**src/rtl/waterfall_line_writer.sv**
```systemverilog
// Averages DECIM ADC samples per pixel into a line buffer, then copies each full
// line into the frame RAM during lower blanking and advances the waterfall row pointer.
module waterfall_line_writer #(
  parameter int LINE_W = 320,
  parameter int ROWS   = 240,
  parameter int DECIM  = 4,
  parameter int ADDR_W = 17
) (
  input  logic              clk,
  input  logic              resetn,
  input  logic              sample_valid,
  input  logic [11:0]       sample_data,
  input  logic              blank,
  output logic [ADDR_W-1:0] ram_addr,
  output logic [7:0]        ram_wdata,
  output logic              ram_we,
  output logic [7:0]        scroll_row,
  output logic              line_done,
  output logic [7:0]        overrun_cnt
);

  localparam int SH = $clog2(DECIM);
  localparam int AW = 12 + SH;
  localparam int DW = (SH == 0) ? 1 : SH;
  localparam int CW = (LINE_W > 1) ? $clog2(LINE_W) : 1;
  localparam int RW = (ROWS > 1) ? $clog2(ROWS) : 1;

  typedef enum logic [1:0] {FILL, WAIT_BLANK, WRITE} state_t;

  state_t            state;
  logic [AW-1:0]     acc;
  logic [AW-1:0]     sum;
  logic [DW-1:0]     dcnt;
  logic [CW-1:0]     col;
  logic [CW-1:0]     wcol;
  logic [RW-1:0]     wr_row;
  logic [RW-1:0]     next_row;
  logic [ADDR_W-1:0] row_base;
  logic [7:0]        pixel;
  logic              last_sample;
  logic              pix_store;
  logic [7:0]        linebuf [LINE_W];

  // Average is sum >> SH; the 8-bit pixel is bits [11:4] of that average.
  assign sum         = acc + AW'(sample_data);
  assign pixel       = sum[SH+4 +: 8];
  assign last_sample = (dcnt == DW'(DECIM - 1));
  assign pix_store   = (state == FILL) && sample_valid && last_sample;
  assign next_row    = (wr_row == RW'(ROWS - 1)) ? '0 : wr_row + RW'(1);

  // NOTE: the line buffer is plain storage with no reset so it maps onto RAM;
  // its contents are always written before they are read.
  always_ff @(posedge clk) begin
    if (pix_store) linebuf[col] <= pixel;
  end

  // NOTE: all state and registered outputs use non-blocking assignments so every
  // register samples the pre-edge values, regardless of statement order.
  always_ff @(posedge clk or negedge resetn) begin
    if (!resetn) begin
      state       <= FILL;
      acc         <= '0;
      dcnt        <= '0;
      col         <= '0;
      wcol        <= '0;
      wr_row      <= '0;
      row_base    <= '0;
      ram_we      <= 1'b0;
      ram_addr    <= '0;
      ram_wdata   <= '0;
      scroll_row  <= '0;
      line_done   <= 1'b0;
      overrun_cnt <= '0;
    end else begin
      ram_we    <= 1'b0;
      line_done <= 1'b0;

      // Samples arriving while a finished line waits for / is being written are lost.
      if (sample_valid && state != FILL && overrun_cnt != 8'hFF)
        overrun_cnt <= overrun_cnt + 8'd1;

      case (state)
        FILL: begin
          if (sample_valid) begin
            if (last_sample) begin
              acc  <= '0;
              dcnt <= '0;
              if (col == CW'(LINE_W - 1)) begin
                col   <= '0;
                state <= WAIT_BLANK;
              end else begin
                col <= col + CW'(1);
              end
            end else begin
              acc  <= sum;
              dcnt <= dcnt + DW'(1);
            end
          end
        end

        WAIT_BLANK: begin
          if (blank) begin
            wcol  <= '0;
            state <= WRITE;
          end
        end

        WRITE: begin
          if (blank) begin
            ram_we    <= 1'b1;
            ram_addr  <= row_base + ADDR_W'(wcol);
            ram_wdata <= linebuf[wcol];
            if (wcol == CW'(LINE_W - 1)) begin
              wcol       <= '0;
              wr_row     <= next_row;
              row_base   <= (next_row == '0) ? '0 : row_base + ADDR_W'(LINE_W);
              scroll_row <= 8'(next_row);
              line_done  <= 1'b1;
              state      <= FILL;
            end else begin
              wcol <= wcol + CW'(1);
            end
          end
        end

        default: state <= FILL;
      endcase
    end
  end

endmodule
```
**config.mk**
```make
export PLATFORM = sky130hd
export DESIGN_NAME = waterfall_line_writer
export DESIGN_NICKNAME = d
export VERILOG_FILES = /design/src/rtl/waterfall_line_writer.sv
export SDC_FILE = /design/constraint.sdc
export NUM_CORES = 2
export LEC_CHECK = 0
export ABC_AREA = 0
export CORE_MARGIN = 4
export CORE_UTILIZATION = 51
export DETAILED_ROUTE_END_ITERATION = 8
export GPL_ROUTABILITY_DRIVEN = 0
export PLACE_DENSITY = 0.66
export SLEW_MARGIN = 30
export SYNTH_ARGS = -nofsm -noshare
export SYNTH_HDL_FRONTEND = slang
export SYNTH_SLANG_ARGS = --single-unit
```
**constraint.sdc**
```tcl
create_clock -name clk -period 40.6 [get_ports clk]
set_input_delay 6.09 -clock clk [delete_from_list [all_inputs] [get_ports clk]]
set_output_delay 6.09 -clock clk [all_outputs]
set_load 0.01 [all_outputs]
```
## After elaboration in Yosys (flattened, before gate mapping)

Memories as Yosys holds them, arrays and structs flattened. A register that Yosys moved wholly into a read port is not among the register bits.
Cells that the tools add are included.

- Bits in registers: 88
- Memory bits (writable): 2,560
- Input port bits: 16
- Word-level logic and storage cells: 71
- Memories: 1

Memories:

| memory | words | width | read ports | clocked after memory_dff | write ports | line | RTL |
|---|---|---|---|---|---|---|---|
| linebuf | 320 | 8 | 1 | 1 | 1 | 42 | `logic [7:0] linebuf [LINE_W];` |

- $add $sub $neg: 8
- Equality and inequality tests: 13
- Mux-type cells: 23
- Reduce and logical (&&, ||, !) cells: 15

Operators with widths:

| operator | count |
|---|---|
| $mux W9 | 4 |
| $add A9 B1 Y9 const B | 2 |
| $eq A9 B9 Y1 const B | 2 |
| $pmux W9 S2 | 1 |
| $add A17 B9 Y17 | 1 |
| $add A17 B9 Y17 const B | 1 |
| $mux W17 | 1 |
| $add A8 B1 Y8 const B | 2 |
| $add A14 B12 Y14 | 1 |
| $mux W14 | 1 |
| $mux W2 | 7 |
| $ne A2 B2 Y1 const B | 5 |
| $reduce_and A3 Y1 | 3 |
| $eq A8 B8 Y1 const B | 1 |
| $logic_not A8 Y1 | 1 |
| $mux W8 | 1 |
| $ne A8 B8 Y1 const B | 1 |
| $mux W1 | 7 |
| $pmux W2 S3 | 1 |
| $reduce_and A6 Y1 | 1 |
| $eq A2 B2 Y1 const B | 2 |
| $logic_and A1 B1 Y1 | 4 |
| $reduce_and A2 Y1 | 2 |
| $reduce_bool A2 Y1 | 2 |
| other kinds (5) | 5 |

## Longest topological paths before layout

- Word-level depth: 5
- Mapped depth: 14

## Worst setup path before layout

OpenSTA, ideal clock, no wires.

- Kind: input port to flip-flop
- From: input sample_data[0]
- To: memory linebuf[0][6] (data pin)
- Library setup time: 2,011 ps
- Arrival: 16,709 ps
- Required time: 38,589 ps
- Setup slack: 21,880 ps
- Stages: 9
- Cell sequence: ha_1 -> fa_1 -> a21o_1 -> a21o_1 -> a21oi_1 -> o21ai_0 -> a21oi_1 -> a21oi_1 -> xnor2_1

- Longest elaborated chain between the ends: 1

Ends and longest elaborated chain:

| element | line | RTL |
|---|---|---|
| from (decl) | 12 | `input logic [11:0] sample_data,` |
| $add A14 B12 Y14 | 45 | `assign sum = acc + AW'(sample_data);` |
| named net sum[12] | 32 | `logic [AW-1:0] sum;` |
| to (decl) | 42 |  |

The timed path passes the listed nets, and every way through them passes these cells.

## Worst setup path after layout

- From: input sample_data[0]
- To: memory linebuf[80][4] (data pin)

Same word-level chain as after synthesis.

==> impl_results.rst <==
.. list-table::
   :header-rows: 1

   * - Metric
     - Value
   * - Data arrival time of the worst path
     - between 10 and 15 ns
   * - Final HPWL DP
     - ~150000 um
   * - TritonCTS clock tree
     - built
   * - Number of DRC violations after detailed routing
     - 0
   * - Deepest clock path buffer count
     - 4
   * - Final layout net count
     - ~5000
   * - Worst setup endpoint
     - linebuf[80][4]
   * - R2R Path End
     - ram_wdata[1]
   * - Number of maximum-capacitance constraint violations
     - 0
   * - Register bit total from synthesis
     - between 2000 and 3000
   * - Maximum cell stage delay along the critical path
     - about 0.8 ns
   * - Summed instance area of the synthesized netlist
     - 104000 um^2
   * - Initial antenna violation count
     - 11
   * - Element type at the critical path start
     - primary input
   * - Net Count, Synth
     - 4884
   * - Final Hold Vio Count
     - 0
   * - Relative area change from synthesis to final layout
     - 11.8%
   * - Std-Cell Core Area
     - about 200000 um^2
   * - Setup Viol. Count Final
     - 0
   * - Final critical path time including I/O delays and setup
     - approximately 10 ns
   * - Kind of capture point of the worst setup path
     - flop
   * - Post-placement worst setup slack
     - roughly 29 ns
   * - DRT antenna net count
     - 0
   * - Worst hold path depth
     - 2
   * - Post-synthesis share of cell area spent on full adders, half adders and majority gates
     - 0.321%
   * - Complex-gate fraction of the synthesized area
     - about 1.9%
   * - Kind of cell with the highest combined delay on the critical path
     - buffers and inverters
   * - Cell at the root of the clock tree
     - sky130_fd_sc_hd__clkbuf_16
   * - First-pass iteration count of the detailed router
     - 6
   * - Vias in the first global route
     - 50400
   * - Final wirelength
     - ~260000 um
   * - Post-synthesis share of cell area spent on xor and xnor gates
     - less than 1%
   * - Count of port buffers added during placement
     - between 50 and 60
   * - Overall routing resource usage
     - 24.7%
   * - Setup repair after global routing missed its margin
     - no
   * - Maximum fanout count along the critical path
     - 103
   * - Sequential cell area fraction in the yosys report
     - 76.2%
   * - Number of distinct library cells after synthesis
     - between 60 and 70
   * - Die width
     - 459 um
   * - Wire length per cell after detailed routing
     - ~33 um
   * - Required time of the critical path
     - around 40 ns
   * - Post-synthesis cell count
     - just under 5000
   * - Count of placed standard cells in the final layout, fillers left out
     - between 7000 and 8000
   * - CP cell instances
     - clkdlybuf4s50_1 > ha_1 > fa_1 > a21o_1 > a21o_1 > a21oi_1 > o21ai_0 > a211oi_1 > xnor2_2 > buf_4 > buf_12 > buf_16 > buf_4
   * - Starting density of the core
     - about 51%
   * - Depth of the worst register-to-register path
     - 9
   * - Fillers
     - roughly 15000
   * - Period Utilization, post-route
     - 25.7%
   * - Normalized max-slew margin
     - 30.5%
   * - Count of buffers added by post-CTS timing repair for setup
     - 0
   * - Final worst slack
     - around 30 ns
   * - Least-Margin Pin Slew
     - approximately 1.0 ns
   * - Count of flip-flops with a built-in enable after synthesis
     - around 2600
   * - Placed Cells
     - ~7400
   * - Ys Warns
     - 0
   * - Source of the worst register-to-register timing path
     - wcol[0]
   * - Global-route wire length before repair
     - between 300000 and 400000 um
   * - IO Pins
     - between 50 and 60
   * - Final cell area excluding filler cells
     - 116000 um^2
   * - Post-CTS sizing
     - 0
   * - Simple-gate area share of the yosys netlist
     - about 2.8%
   * - Ratio of routed vias to standard cells
     - between 6 and 7
   * - Bufs and invs on worst path
     - 5
   * - Floorplan die height
     - between 400 and 500 um
   * - Setup Crit Path Kind
     - primary input to flop
   * - Worst vdd ir
     - between 0.0001 and 0.00015 V
   * - Post-synthesis average cell area
     - 21.4 um^2
   * - Area enclosed by the die boundary
     - around 210000 um^2
   * - Share of final-layout standard cells stronger than drive strength 1
     - between 20% and 30%
   * - Cell Rows
     - between 150 and 200
   * - Number of clock sinks
     - ~2700
   * - Share of flip-flops with an asynchronous set or reset
     - between 3 and 4%
   * - Clock transition at the registers of the reported paths
     - roughly 0.060 ns
   * - Ys flop type
     - sky130_fd_sc_hd__edfxtp_1
   * - Total negative slack
     - 0 ns
   * - Highest achievable clock rate
     - between 90 and 100 MHz
   * - GR Overflow Total
     - 0
   * - Max-slew violation count
     - 0
   * - Cell depth of the worst setup path
     - 13
   * - Count of H-tree levels built during CTS
     - 5
   * - Num CTS Buffers
     - approximately 280
   * - Post-place instance area
     - between 100000 and 150000 um^2
   * - Main combinational cell family by area after synthesis
     - multiplexers
   * - Outcome
     - complete, no violations
   * - Multiplexer area fraction after synthesis
     - approximately 17%
   * - Pin count of the biggest net entering global routing
     - around 190
   * - Number of hold buffers added after cts
     - 0
   * - Critical-path top delay cell
     - sky130_fd_sc_hd__buf_4
   * - Power density normalized to cell area
     - ~78 nW/um^2
   * - Total via count in the routed design
     - just over 50000
   * - R2R Setup Slk
     - approximately 35 ns
   * - Cell leakage power
     - 36.2 nW
   * - HP Class
     - flop to flop
   * - Largest clock skew in the final design
     - between 0.04 and 0.05 ns
   * - Startpoint of the worst setup timing path
     - sample_data[0]
   * - Source-to-sink clock delay at the later pin of the worst-skew pair
     - between 0.9 and 1 ns
   * - Violation count after the first detailed-routing iteration
     - 6571
-- sequential cells by signal (all words and copies together), names as in the netlist --
register,count
col,9
line_done,1
row_base,11
overrun_cnt,8
wcol,9
linebuf,2560
ram_we,1
state,2
ram_addr,17
acc,14
wr_row,8
dcnt,2
ram_wdata,8
-- worst reg2reg max path, stage by stage (launching register included) --
cell	delay [ns]
sky130_fd_sc_hd__dfrtp_4	0.92
sky130_fd_sc_hd__buf_4	0.80
sky130_fd_sc_hd__buf_4	0.73
sky130_fd_sc_hd__buf_4	0.62
sky130_fd_sc_hd__mux4_2	0.65
sky130_fd_sc_hd__mux4_2	0.59
sky130_fd_sc_hd__a2111oi_2	0.39
sky130_fd_sc_hd__nor2_1	0.18
sky130_fd_sc_hd__or4_1	0.60
sky130_fd_sc_hd__o221a_2	0.16
-- Yosys cell counts (all sizes together), types with 3 or more instances --
library cell	n	area, um^2
buf	155	968
mux2	4	45.0
o221ai	20	175
or2	3	18.8
a22oi	10	75.1
o31ai	5	37.5
or3	12	75.1
mux2i	106	1060
a311oi	5	43.8
ha	25	313
o32ai	5	43.8
nor3	21	105
o21ai	69	345
and2	11	68.8
a31oi	14	87.6
xor2	13	114
clkbuf	130	488
edfxtp	2560	76900
mux4	734	16500
nand2b	4	25.0
a211oi	13	97.6
inv	20	75.1
o22ai	18	113
o21a	5	37.5
xnor2	33	289
dfrtp	90	2250
o211ai	14	105
nand4	5	31.3
a221oi	9	78.8
a21o	6	45.0
nand2	174	653
a22o	17	149
nor2	382	1430
nor2b	19	119
o22a	3	26.3
o221a	3	33.8
o311ai	4	35.0
nand3	30	150
and3	17	106
a21oi	44	220
a2111oi	6	58.8
-- per-stage QoR --
stage / utilization [%] / hold WS [ns] / power [mW]
final: 57.4 / 0.474 / 9.07
after global routing: 57.4 / 0.511 / 9.39
after CTS: 57.3 / 0.483 / 9.09
after detailed placement: 53.0 / 0.468 / 6.68
after global placement: 53.0 / 0.459 / 6.63
after floorplan: - / 0.450 / 6.02
-- cell type report --
| class | count | area (um^2) | area share [%] |
|---|---|---|---|
| sequential | 2650 | 79100 | 68.2 |
| multi-input combinational | 1886 | 23400 | 20.1 |
| clock buffer | 364 | 7600 | 6.54 |
| tap | 2672 | 3340 | 2.88 |
| timing repair buffer | 150 | 1550 | 1.34 |
| clock inverter | 116 | 996 | 0.858 |
| inverter | 21 | 92.6 | 0.0797 |
| antenna | 9 | 22.5 | 0.0194 |
-- metal layers --
| metal | track usage (%) | vias to the layer above | routed length (um) |
|---|---|---|---|
| met5 | 0 | - | 18 |
| met4 | 6.23 | 4 | 5780 |
| met3 | 5.99 | 341 | 26600 |
| met2 | 37.6 | 2913 | 121000 |
| met1 | 36.7 | 26800 | 105000 |
| li1 | - | 20400 | - |
-- cell families (layout without fill, tap and decap cells) --
kind of cell | count (synthesis) | in the layout
flops | 2650 | 2650
mux | 844 | 844
simple gates | 687 | 687
buf+inv | 306 | 651
compound gates | 283 | 283
xor+xnor | 46 | 46
fa+ha+maj | 26 | 26
other cells | 0 | 9
-- cell usage in the layout, fill, tap and decap left out, types with 18 or more instances in the layout --
cell / n
sky130_fd_sc_hd__edfxtp_1: 2560
sky130_fd_sc_hd__mux4_2: 734
sky130_fd_sc_hd__nor2_1: 378
sky130_fd_sc_hd__clkbuf_16: 291
sky130_fd_sc_hd__nand2_1: 155
sky130_fd_sc_hd__mux2i_1: 106
sky130_fd_sc_hd__dfrtp_1: 84
sky130_fd_sc_hd__buf_4: 70
sky130_fd_sc_hd__clkbuf_1: 69
sky130_fd_sc_hd__o21ai_0: 68
sky130_fd_sc_hd__clkdlybuf4s50_1: 57
sky130_fd_sc_hd__clkinv_1: 45
sky130_fd_sc_hd__a21oi_1: 44
sky130_fd_sc_hd__clkinv_2: 40
sky130_fd_sc_hd__nand3_1: 30
sky130_fd_sc_hd__xnor2_1: 27
sky130_fd_sc_hd__ha_1: 25
sky130_fd_sc_hd__nor3_1: 21
sky130_fd_sc_hd__o221ai_1: 20
sky130_fd_sc_hd__nor2b_1: 18
sky130_fd_sc_hd__o22ai_1: 18
-- power by group --
group	internal [mW]	leakage, nW	switching, mW	total [mW]
logic	0.819	7.91	1.84	2.66
registers	3.93	24.1	0.0520	3.98
clock network	1.42	4.18	1.01	2.44
total	6.17	36.2	2.90	9.07
-- worst min-delay path by stage --
stage	from	end
floorplan	dcnt[1]	dcnt[1]
finish	ram_addr[6]	ram_addr[6]
CTS	ram_addr[6]	ram_addr[6]
global placement	ram_addr[6]	ram_addr[6]
detailed placement	ram_addr[6]	ram_addr[6]
global route	dcnt[1]	dcnt[1]
No activity file was read; power rests on OpenSTA's default activity.
